[config.mk]
export PLATFORM = sky130hd
export DESIGN_NAME = stack_cpu_ctrl
export DESIGN_NICKNAME = d
export VERILOG_FILES = /design/src/rtl/stack_cpu_ctrl_pkg.sv /design/src/rtl/stack_cpu_ctrl_decode.sv /design/src/rtl/stack_cpu_ctrl.sv
export SDC_FILE = /design/constraint.sdc
export NUM_CORES = 1
export LEC_CHECK = 0
export ABC_AREA = 1
export CAP_MARGIN = 20
export CORE_ASPECT_RATIO = 1.5
export CORE_MARGIN = 1.5
export CORE_UTILIZATION = 43
export DETAILED_ROUTE_END_ITERATION = 6
export GPL_TIMING_DRIVEN = 1
export PLACE_DENSITY = 0.85
export SETUP_SLACK_MARGIN = 0.05
export SYNTH_ARGS = -nofsm -noshare
export SYNTH_HDL_FRONTEND = slang
export SYNTH_SLANG_ARGS = --single-unit
[constraint.sdc]
create_clock -name clk -period 5.65 [get_ports clk]
set_input_delay 0.565 -clock clk [delete_from_list [all_inputs] [get_ports clk]]
set_output_delay 0.565 -clock clk [all_outputs]
set_load 0.02 [all_outputs]
[src/rtl/stack_cpu_ctrl_pkg.sv]
// Shared types for the stack CPU sequencer: opcodes, sequencer states, fault codes.
// No logic; imported by the sequencer and its opcode decoder.
// The FAULT state only exists when STACKCPU_FAULT_EN is defined.
package stackCPU_DEFS;

  localparam int DATA_WIDTH_DEF  = 32;
  localparam int STACK_DEPTH_DEF = 16;
  localparam int INSTR_WIDTH_DEF = 16;
  localparam int PC_WIDTH_DEF    = 8;
  localparam int IMM_WIDTH       = 11;
  localparam int OPC_WIDTH       = 5;

  typedef enum logic [OPC_WIDTH-1:0] {
    PUSH_IMMEDIATE = 5'd0,
    ADD            = 5'd1,
    SUB            = 5'd2,
    MUL            = 5'd3,
    DIV            = 5'd4,
    MOD            = 5'd5,
    AND            = 5'd6,
    OR             = 5'd7,
    INVERT         = 5'd8,
    HALT_CPU       = 5'd31
  } opcode_t;

`ifdef STACKCPU_FAULT_EN
  typedef enum logic [2:0] {FETCH, DECODE, POP2, POP1, PUSH, HALTED, FAULT} state_t;
`else
  typedef enum logic [2:0] {FETCH, DECODE, POP2, POP1, PUSH, HALTED} state_t;
`endif

  localparam logic [1:0] ERR_UNDERFLOW = 2'b00;
  localparam logic [1:0] ERR_OVERFLOW  = 2'b01;
  localparam logic [1:0] ERR_ILLEGAL   = 2'b10;
  localparam logic [1:0] ERR_DIV_ZERO  = 2'b11;

endpackage

[src/rtl/stack_cpu_ctrl_decode.sv]
// Opcode classifier: maps an opcode to its instruction class flags.
// Latency: purely combinational.
// Backpressure: none.
module stack_cpu_decode
  import stackCPU_DEFS::*;
(
  input  opcode_t opcode,
  output logic    is_push,
  output logic    is_binary,
  output logic    is_unary,
  output logic    is_halt,
  output logic    is_divmod,
  output logic    legal
);

  // Classify the opcode; anything not listed is illegal.
  always_comb begin
    is_push   = 1'b0;
    is_binary = 1'b0;
    is_unary  = 1'b0;
    is_halt   = 1'b0;
    is_divmod = 1'b0;
    legal     = 1'b1;
    case (opcode)
      PUSH_IMMEDIATE:        is_push = 1'b1;
      ADD, SUB, MUL, AND, OR: is_binary = 1'b1;
      DIV, MOD: begin
        is_binary = 1'b1;
        is_divmod = 1'b1;
      end
      INVERT:   is_unary = 1'b1;
      HALT_CPU: is_halt  = 1'b1;
      default:  legal    = 1'b0;
    endcase
  end

endmodule

[src/rtl/stack_cpu_ctrl.sv]
// Stack CPU sequencer: PC/IR owner, walks FETCH-DECODE-POP2-POP1-PUSH, drives stack strobes and ALU operands.
// Latency: 3 cycles PUSH_IMMEDIATE, 4 INVERT, 5 binary ops, 2 HALT_CPU; strobes are single-cycle pulses.
// Backpressure: none; the stack and ALU are assumed always ready. Fault checks exist only with STACKCPU_FAULT_EN.
module stack_cpu_ctrl
  import stackCPU_DEFS::*;
#(
  parameter int DATA_WIDTH  = DATA_WIDTH_DEF,
  parameter int STACK_DEPTH = STACK_DEPTH_DEF,
  parameter int INSTR_WIDTH = INSTR_WIDTH_DEF,
  parameter int PC_WIDTH    = PC_WIDTH_DEF
) (
  input  logic                           clk,
  input  logic                           reset,
  output logic [PC_WIDTH-1:0]            pc,
  input  logic [INSTR_WIDTH-1:0]         instr,
  input  logic [DATA_WIDTH-1:0]          stk_top,
  input  logic [$clog2(STACK_DEPTH):0]   stk_count,
  output logic                           stk_pop,
  output logic                           stk_push,
  output logic [DATA_WIDTH-1:0]          stk_wdata,
  output opcode_t                        alu_op,
  output logic [DATA_WIDTH-1:0]          op_a,
  output logic [DATA_WIDTH-1:0]          op_b,
  input  logic [DATA_WIDTH-1:0]          alu_result,
  output logic                           halted,
  output logic                           fault,
  output logic [1:0]                     err_code
);

  localparam int CNT_W = $clog2(STACK_DEPTH) + 1;

  state_t                  state, state_nxt;
  logic [INSTR_WIDTH-1:0]  ir;
  opcode_t                 dec_opcode;
  logic                    is_push, is_binary, is_unary, is_halt, is_divmod, legal;
  logic [DATA_WIDTH-1:0]   imm_ext;

  // In DECODE the IR is not loaded yet, so classify straight from program memory.
  assign dec_opcode = opcode_t'((state == DECODE) ? instr[INSTR_WIDTH-1 -: OPC_WIDTH]
                                                  : ir[INSTR_WIDTH-1 -: OPC_WIDTH]);

  stack_cpu_decode u_decode (
    .opcode    (dec_opcode),
    .is_push   (is_push),
    .is_binary (is_binary),
    .is_unary  (is_unary),
    .is_halt   (is_halt),
    .is_divmod (is_divmod),
    .legal     (legal)
  );

  assign imm_ext   = {{(DATA_WIDTH-IMM_WIDTH){ir[IMM_WIDTH-1]}}, ir[IMM_WIDTH-1:0]};
  assign stk_wdata = is_push ? imm_ext : alu_result;

`ifdef STACKCPU_FAULT_EN
  logic [1:0] err_nxt;
`endif

  // Next-state and stack strobes.
  always_comb begin
    state_nxt = state;
    stk_pop   = 1'b0;
    stk_push  = 1'b0;
`ifdef STACKCPU_FAULT_EN
    err_nxt   = ERR_UNDERFLOW;
`endif
    case (state)
      FETCH: state_nxt = DECODE;
      DECODE: begin
        if (is_halt)        state_nxt = HALTED;
        else if (is_push)   state_nxt = PUSH;
        else if (is_binary) state_nxt = POP2;
        else if (is_unary)  state_nxt = POP1;
        else                state_nxt = FETCH;   // illegal opcode runs as a NOP
`ifdef STACKCPU_FAULT_EN
        // Faults caught here leave the stack untouched: no pops are issued.
        if (!legal) begin
          state_nxt = FAULT;
          err_nxt   = ERR_ILLEGAL;
        end else if (is_push && stk_count == CNT_W'(STACK_DEPTH)) begin
          state_nxt = FAULT;
          err_nxt   = ERR_OVERFLOW;
        end else if ((is_binary && stk_count < CNT_W'(2)) ||
                     (is_unary && stk_count == '0)) begin
          state_nxt = FAULT;
          err_nxt   = ERR_UNDERFLOW;
        end
`endif
      end
      POP2: begin
        stk_pop   = 1'b1;
        state_nxt = POP1;
      end
      POP1: begin
        stk_pop   = 1'b1;
        state_nxt = PUSH;
`ifdef STACKCPU_FAULT_EN
        // Divisor was captured in POP2; both operands are consumed, nothing is pushed.
        if (is_divmod && op_b == '0) begin
          state_nxt = FAULT;
          err_nxt   = ERR_DIV_ZERO;
        end
`endif
      end
      PUSH: begin
        stk_push  = 1'b1;
        state_nxt = FETCH;
      end
      default: state_nxt = state;   // HALTED / FAULT are terminal
    endcase
  end

  // State register.
  always_ff @(posedge clk or posedge reset) begin
    if (reset) state <= FETCH;
    else       state <= state_nxt;
  end

  // PC, IR, ALU opcode and operand registers.
  always_ff @(posedge clk or posedge reset) begin
    if (reset) begin
      pc     <= '0;
      ir     <= '0;
      alu_op <= PUSH_IMMEDIATE;
      op_a   <= '0;
      op_b   <= '0;
    end else begin
      case (state)
        DECODE: begin
          ir     <= instr;
          alu_op <= opcode_t'(instr[INSTR_WIDTH-1 -: OPC_WIDTH]);
          pc     <= pc + PC_WIDTH'(1);
        end
        POP2:    op_b <= stk_top;
        POP1:    op_a <= stk_top;
        default: ;
      endcase
    end
  end

  // Halt flag, set on entry to HALTED.
  always_ff @(posedge clk or posedge reset) begin
    if (reset)                    halted <= 1'b0;
    else if (state_nxt == HALTED) halted <= 1'b1;
  end

`ifdef STACKCPU_FAULT_EN
  logic       fault_q;
  logic [1:0] err_q;

  // Fault cause captured once on entry to FAULT and held until reset.
  always_ff @(posedge clk or posedge reset) begin
    if (reset) begin
      fault_q <= 1'b0;
      err_q   <= ERR_UNDERFLOW;
    end else if (state_nxt == FAULT && state != FAULT) begin
      fault_q <= 1'b1;
      err_q   <= err_nxt;
    end
  end

  assign fault    = fault_q;
  assign err_code = err_q;
`else
  logic unused_nofault;
  assign unused_nofault = ^{is_divmod, legal, stk_count};
  assign fault    = 1'b0;
  assign err_code = ERR_UNDERFLOW;
`endif

endmodule
==> After elaboration in Yosys (flattened, before gate mapping) <==
Index checks and enable logic that the tools add are counted.
{ "totals": {"register_bits": 97, "out_inout_bits": 115, "elab_cells": 39} }
{ "op_classes": {"addsub": 1, "n_eq_ne": 14, "mux": 13, "n_reduce_logical": 4} }
{ "ops": {"columns": ["op", "n"], "rows": [
  ["$mux W32", 1],
  ["$eq A5 B3 Y1 const B", 4],
  ["$pmux W3 S5", 1],
  ["$eq A5 B2 Y1 const B", 2],
  ["$add A8 B1 Y8 const B", 1],
  ["$reduce_or A7 Y1", 1],
  ["$eq A3 B2 Y1 const B", 2],
  ["$eq A3 B3 Y1 const B", 2],
  ["$mux W1", 6],
  ["$mux W3", 2],
  ["$eq A5 B1 Y1 const B", 1],
  ["$eq A5 B4 Y1 const B", 1],
  ["$eq A5 B5 Y1 const B", 1],
  ["$logic_not A5 Y1", 1],
  ["$mux W5", 1],
  ["$mux W2", 2],
  ["$eq A3 B1 Y1 const B", 1],
  ["$logic_not A3 Y1", 1],
  ["$reduce_or A2 Y1", 1]
]} }

==> Depth between registers and ports, before layout <==
Gate-level depths: netlist of the first run.
{ "logic_depth": {"word_depth": 10, "mapped_depth": 14} }

==> Hierarchy <==
A second synthesis of the first run with hierarchy kept.
{ "hier_totals": {"hier_cells": 483, "area_unflattened_um2": 4275.4} }
{ "by_module_without_submodules": {"columns": ["module", "n_inst", "cells_per_inst", "area_per_inst_um2", "seq_area_each_um2"], "rows": [
  ["stack_cpu_ctrl", 1, 462, 4171.5, 2302.2],
  ["stack_cpu_decode", 1, 21, 103.8, 0.0]
]} }

==> Least setup slack after synthesis of the first run <==
Ideal clock, no wire load.
{ "synth_path": {"path_type": "reg-to-output", "startpoint": "register state[1]", "endpoint": "output port stk_wdata[11]", "arrival_time_ns": 1.536, "required_time_ns": 5.085, "setup_slack_ns": 3.549, "path_stages_with_launch": 12, "path_buffers": 2, "cell_sequence": "dfrtp_1 > nor2_4 > nand2_4 > buf_6 > nand2_4 > nand2_4 > nor2_4 > nand2_2 > inv_2 > nand2_2 > buf_6 > nand2_1"} }
{ "synth_via": {"elab_chain_cells": 5} }
{ "synth_lines": {"columns": ["item", "line_no", "source"], "rows": [
  ["from (decl)", "stack_cpu_ctrl.sv:32", "state_t state, state_nxt;"],
  ["from (signal assigned)", "stack_cpu_ctrl.sv:116", "else state <= state_nxt;"],
  ["$eq A3 B1 Y1", "stack_cpu_ctrl.sv:39", "assign dec_opcode = opcode_t'((state == DECODE) ? instr[INSTR_WIDTH-1 -: OPC_WIDTH]"],
  ["$mux W5", "stack_cpu_ctrl.sv:39", null],
  ["$logic_not A5 Y1", null, null],
  ["$mux W1", "stack_cpu_ctrl_decode.sv:24", "case (opcode)"],
  ["$mux W32", "stack_cpu_ctrl.sv:53", "assign stk_wdata = is_push ? imm_ext : alu_result;"],
  ["to (decl)", "stack_cpu_ctrl.sv:20", "output logic [DATA_WIDTH-1:0] stk_wdata,"]
]} }
No other way between the ends.

==> Worst setup path in the final report of the first run <==
{ "layout_path": {"startpoint": "register state[2]", "endpoint": "output port stk_wdata[13]"} }
Same word-level chain as after synthesis.

==> results_dict.tcl, run 1 <==
set metrics [dict create \
    status "finished clean" \
    ir_drop_v 0.0002477 \
    clk_pin_slew_ns 0.07 \
    synth_cell_types 22 \
    ctsResizeCount 0 \
    path_buf_inv 3 \
    synth_top_cell_by_area "dfrtp_1" \
    startpoint_type "flip-flop" \
    rsz0062_at_grt "false" \
    worstSkewPairLatency_ns 0.33 \
    ys_warn_count 0 \
    critPathTopFamily "simple AND/OR/NAND/NOR gates" \
    grt_pass1_wl_um 15970 \
    worstSetupPathType "reg -> out" \
    hold_class "reg -> reg" \
    initial_core_util 0.4400 \
    synth_top_cell_area_share 0.5688 \
    antenna_left 0 \
    grt_overflow 0 \
    drv_slew 0 \
    setup_violations 0 \
    syn_area_per_cell_sq_um 8.433 \
    avgViaCountPerCell 4.664 \
    crit_chain "nor2_4, nand2_4, inv_2, nand2_1, nand2_2, nor2_4, nand2_2, inv_2, nand2_2, nand2_1, clkdlybuf4s50_1" \
    hold_viol 0 \
    cpMaxStageDelayCell "clkdlybuf4s50_1" \
    drc 0 \
    min_period_over_period 0.7058 \
    fp-row-count 43 \
    antenna_found_initial 0 \
    grt_max_degree 66 \
    root_buffer "clkbuf_16" \
    cts_sinks 92 \
    p_leak_nw 3.178 \
    grt_usage 0.2093 \
    cpPeakStageDelay_ns 0.55 \
    cp.required_ns 5.09 \
    fin_nets 745 \
    syn_area_sq_mm 0.004048 \
    die_y_um 121.8 \
    fin_skew_ns 0.009099 \
    antennaDiodeCount 0 \
    ys_ff_latch 92 \
    clk_path_buf_depth 2 \
    avgRoutedWirePerCell_um 13.40 \
    drt-total-wl_um 10380 \
    final_util 0.6824 \
    layout.cells.most_common "nand2_1" \
    cap_violations 0 \
    portBuffers 193 \
    worstMarginPinSlew_ns 1.021 \
    p_total_w 0.001436 \
    dp_hpwl_um 7626 \
    layout_common_cells "nand2_1, clkdlybuf4s50_1, dfrtp_1, o21ai_0, inv_1" \
    period_minus_slack_ns 3.988 \
    die_w_um 82.22 \
    slew_headroom 0.3169 \
    hold_buffers 0 \
    fillers 716 \
    vias 3610 \
    end_kind "output port" \
    gp_congestion 0.8403 \
    dr.pass1.iters 4 \
    cts_tree "done" \
    power.density_mw_per_mm2 228.6 \
    yosysSeqAreaShare 0.5688 \
    die_area_sq_mm 0.01002 \
    syn_inst 480 \
    worstPathMaxFanout 34 \
    synthTopCellsByArea "dfrtp_1, nand2_1, o21ai_0" \
    cts_setup_buffers 0 \
    fmax_mhz 250.8 \
    core_sq_mm 0.009200 \
    fin_setup_tns_ns 0 \
    cts_buffers 9 \
    crit_path_frequent_cell "nand2_2" \
    grt_pass1_vias 3573 \
    io_pins 202 \
    drtIter0Drc 143 \
    syn2layout_area_growth_pct 55.12 \
    htree_levels 3 \
    critPathArrivalTime_ns 3.42 \
    drive_above_1_share 0.05287 \
]
[path summary, 6_finish.rpt]
check / startpoint / to / slack, ns / cells after the start
worst min register to register: halted / halted / 0.47 / 2
worst max-delay path: state[2] / stk_wdata[13] / 1.66 / 11
worst min-delay path: halted / halted / 0.47 / 2
worst max register to register: state[2] / halted / 3.24 / 12
max in group asynchronous: reset / op_a[18] / 3.90 / 3
min in group asynchronous: reset / op_a[26] / 0.64 / 2
[metal layers]
metal | global-route usage | routed length [um] | up-vias
li1 | - | - | 1805
met1 | 0.2146 | 3794 | 1628
met2 | 0.3628 | 5111 | 162
met3 | 0.09588 | 1288 | 15
met4 | 0.07839 | 180 | 0
met5 | 0 | 0 | -
[area by class of cell]
class	instances	area [sq um]	share of cell area
clock buffers	11	242.7	0.03866
clock inverters	5	83.83	0.01335
inverters	50	188.9	0.03009
multi-input cells	310	1381	0.2200
flip-flops and latches	92	2302	0.3667
well taps	112	140.1	0.02232
repair buffers	194	1939	0.3089
[through the flow]
| stage | setup WS, ns | hold WS (ns) | instance area [sq um] | cells |
|---|---|---|---|---|
| after floorplan | 2.693 | 0.4492 | 4055 | 482 |
| after global placement | 1.970 | 0.4513 | 5952 | 758 |
| after detailed placement | 1.909 | 0.4538 | 5952 | 758 |
| after CTS | 1.607 | 0.4741 | 6279 | 774 |
| after global routing | 1.384 | 0.5037 | 6279 | 774 |
| final | 1.662 | 0.4694 | 6279 | 774 |
[synth_stat cells, drive strengths merged]
| cell type | instances |
|---|---|
| a21oi | 1 |
| o21ai | 66 |
| nor2 | 14 |
| xnor2 | 4 |
| dfrtp | 92 |
| conb | 1 |
| nand3b | 2 |
| inv | 49 |
| clkinv | 1 |
| nand2 | 208 |
| ha | 1 |
| nand3 | 8 |
| clkbuf | 9 |
| xor2 | 3 |
| buf | 21 |
[where the power goes]
part	switching, W	internal, W	leakage [nW]
sequential	0	0.000659	0.862
clock	0.000247	0.000402	0.158
combinational	0.0000527	0.0000750	2.16
[flip-flops by register name (all words and copies together), names as in the netlist]
| signal | count |
|---|---|
| op_a | 32 |
| op_b | 32 |
| ir | 12 |
| pc | 8 |
| alu_op | 4 |
| state | 3 |
| halted | 1 |
[worst register-to-register path: stages (launching register included)]
cell and delay (ns):
dfrtp_1 0.46, nor2_4 0.18, nand2_4 0.20, inv_2 0.32, nand2_1 0.11, nand2_2 0.12, nor2_4 0.04, nand2_2 0.42
nand2_1 0.10, nand2_1 0.08, nand3_1 0.10, nand2_1 0.13, nand2_1 0.05
[cell families (layout without fill, tap and decap cells)]
| group | after synthesis | in the layout | share of synthesized area |
|---|---|---|---|
| simple gates | 232 | 232 | 0.2368 |
| flops | 92 | 92 | 0.5688 |
| buf+inv | 80 | 260 | 0.09242 |
| compound gates | 67 | 67 | 0.08284 |
| xor+xnor | 7 | 7 | 0.01515 |
| fa+ha+maj | 1 | 1 | 0.003091 |
| other cells | 1 | 3 | 0.0009265 |
Power figures use the tool's default switching activity.
==> inputs of run 2 (changes only) <==
--- a/config.mk
+++ b/config.mk
@@ -9,10 +9,10 @@
 export CAP_MARGIN = 20
 export CORE_ASPECT_RATIO = 1.5
 export CORE_MARGIN = 1.5
-export CORE_UTILIZATION = 43
+export CORE_UTILIZATION = 40
 export DETAILED_ROUTE_END_ITERATION = 6
 export GPL_TIMING_DRIVEN = 1
-export PLACE_DENSITY = 0.85
+export PLACE_DENSITY = 0.8
 export SETUP_SLACK_MARGIN = 0.05
 export SYNTH_ARGS = -nofsm -noshare
 export SYNTH_HDL_FRONTEND = slang
==> constraint.sdc (replaced) <==
create_clock -name clk -period 3.73 [get_ports clk]
set_input_delay 0.373 -clock clk [delete_from_list [all_inputs] [get_ports clk]]
set_output_delay 0.373 -clock clk [all_outputs]
set_load 0.02 [all_outputs]
==> run 2 against run 1 <==
  * The flow now finishes with violations (DRC)
  * Sequential power increased by 51%
  * Non-clock buffer count increased by 4
  * Flip-flop and latch count unchanged
  * Sequential share of layout area decreased by 0.21 points
  * Via count increased by 3.2%
  * Critical path type unchanged
  * Largest cell class unchanged
==> results_dict.tcl, run 2 (synthesis gave the netlist of run 1 again) <==
set metrics [dict create \
    grt_pass1_wl_um 17640 \
    drive_above_1_share 0.05856 \
    slew_headroom 0.3269 \
    clk_pin_slew_ns 0.07 \
    cap_violations 0 \
    cp.required_ns 3.36 \
    dr.pass1.iters 7 \
    ctsResizeCount 0 \
    worstSetupPathType "reg -> out" \
    cts_buffers 9 \
    worstSkewPairLatency_ns 0.33 \
    die_w_um 85.14 \
    cpPeakStageDelay_ns 0.60 \
    crit_path_frequent_cell "nand2_1" \
    worstPathMaxFanout 33 \
    io_pins 202 \
    cts_tree "done" \
    vias 3727 \
    cts_sinks 92 \
    hold_buffers 0 \
    core_sq_mm 0.009744 \
    critPathArrivalTime_ns 3.00 \
    layout_common_cells "nand2_1, clkdlybuf4s50_1, dfrtp_1, o21ai_0, inv_1" \
    initial_core_util 0.4154 \
    fp-row-count 44 \
    portBuffers 193 \
    drtIter0Drc 158 \
    htree_levels 3 \
    grt_max_degree 66 \
    p_leak_nw 3.188 \
    period_minus_slack_ns 3.373 \
    timing.rr.end "halted" \
    top_regs "op_a (32), op_b (32), ir (12)" \
    gp_congestion 0.7758 \
    hold_class "in -> async" \
    antenna_found_initial 0 \
    antennaDiodeCount 0 \
    antenna_left 0 \
    crit_chain "nor2_4, nand2_4, inv_2, nand2_1, nand2_2, nor2_4, nand2_2, buf_4, nand2_1, nand2_1, clkdlybuf4s50_1" \
    fin_setup_tns_ns 0 \
    ir_drop_v 0.0003299 \
    hold_viol 0 \
    cpMaxStageDelayCell "clkdlybuf4s50_1" \
    grt_usage 0.2069 \
    worstMarginPinSlew_ns 1.006 \
    dp_hpwl_um 7960 \
    r2r_slack_ns 1.38 \
    grt_overflow 0 \
    end_kind "output port" \
    final_util 0.6480 \
    fin_skew_ns 0.006825 \
    startpoint_type "flip-flop" \
    rsz0062_at_grt "false" \
    min_period_over_period 0.9044 \
    syn2layout_area_growth_pct 56.01 \
    clk_path_buf_depth 2 \
    cts_setup_buffers 0 \
    power.density_mw_per_mm2 337.0 \
    setup_violations 0 \
    drt-total-wl_um 10920 \
    setup_ws_ns 0.3567 \
    avgViaCountPerCell 4.772 \
    r2r_cells 13 \
    dpl_cell_area_sq_mm 0.005978 \
    fmax_mhz 296.4 \
    root_buffer "clkbuf_16" \
    status "finished with violations" \
    violations "DRC" \
    r2r_start "state[1]" \
    preCtsSetupSlack_ns 0.7039 \
    drv_slew 0 \
    design_area_sq_mm 0.006315 \
    drc 20 \
    fin_nets 749 \
    layout.cells.most_common "nand2_1" \
    avgRoutedWirePerCell_um 13.98 \
    whs_ns 0.2150 \
    grt_pass1_vias 3723 \
    die_area_sq_mm 0.01074 \
    die_y_um 126.2 \
]
-- run 2: worst max path at each step --
stage / from / end / cells after the start
finish: state[1] / stk_wdata[11] / 11
global route: state[1] / stk_wdata[11] / 11
CTS: state[1] / stk_wdata[31] / 11
detailed placement: state[1] / stk_wdata[31] / 11
global placement: state[1] / stk_wdata[31] / 11
floorplan: reset / alu_op[0] / 1
-- run 2: cell type report --
class | count | area (sq um)
fillers | 795 | 3430
flip-flops and latches | 92 | 2302
repair buffers | 198 | 1989
multi-input cells | 310 | 1381
clock buffers | 9 | 225.2
inverters | 50 | 188.9
well taps | 115 | 143.9
clock inverters | 7 | 83.83
-- run 2: power by group --
| part | total (W) | internal, W | switching [W] |
|---|---|---|---|
| Sequential | 0.000997 | 0.000997 | 0 |
| Combinational | 0.000200 | 0.000118 | 0.0000821 |
| Clock | 0.000931 | 0.000531 | 0.000400 |
-- run 2: worst max-delay path, delay by kind of cell (launching register included) --
family,cells,cell delay (ns)
simple gates,8,1.01
buf+inv,3,1.19
flops,1,0.45
-- run 2: per-layer routing --
layer	part of all wire	vias to the layer above	GRT usage	wire (um)
li1	-	1815	-	-
met3	0.12	12	0.08978	1311
met5	0	-	0	0
met4	0.015	0	0.06943	160
met1	0.37	1725	0.2247	4042
met2	0.49	175	0.3576	5402
-- run 2: metrics by stage --
step,power [W],instances
global placement,0.001211,764
detailed placement,0.001214,764
finish,0.002128,781
floorplan,0.001084,482
CTS,0.002152,780
global route,0.002204,781
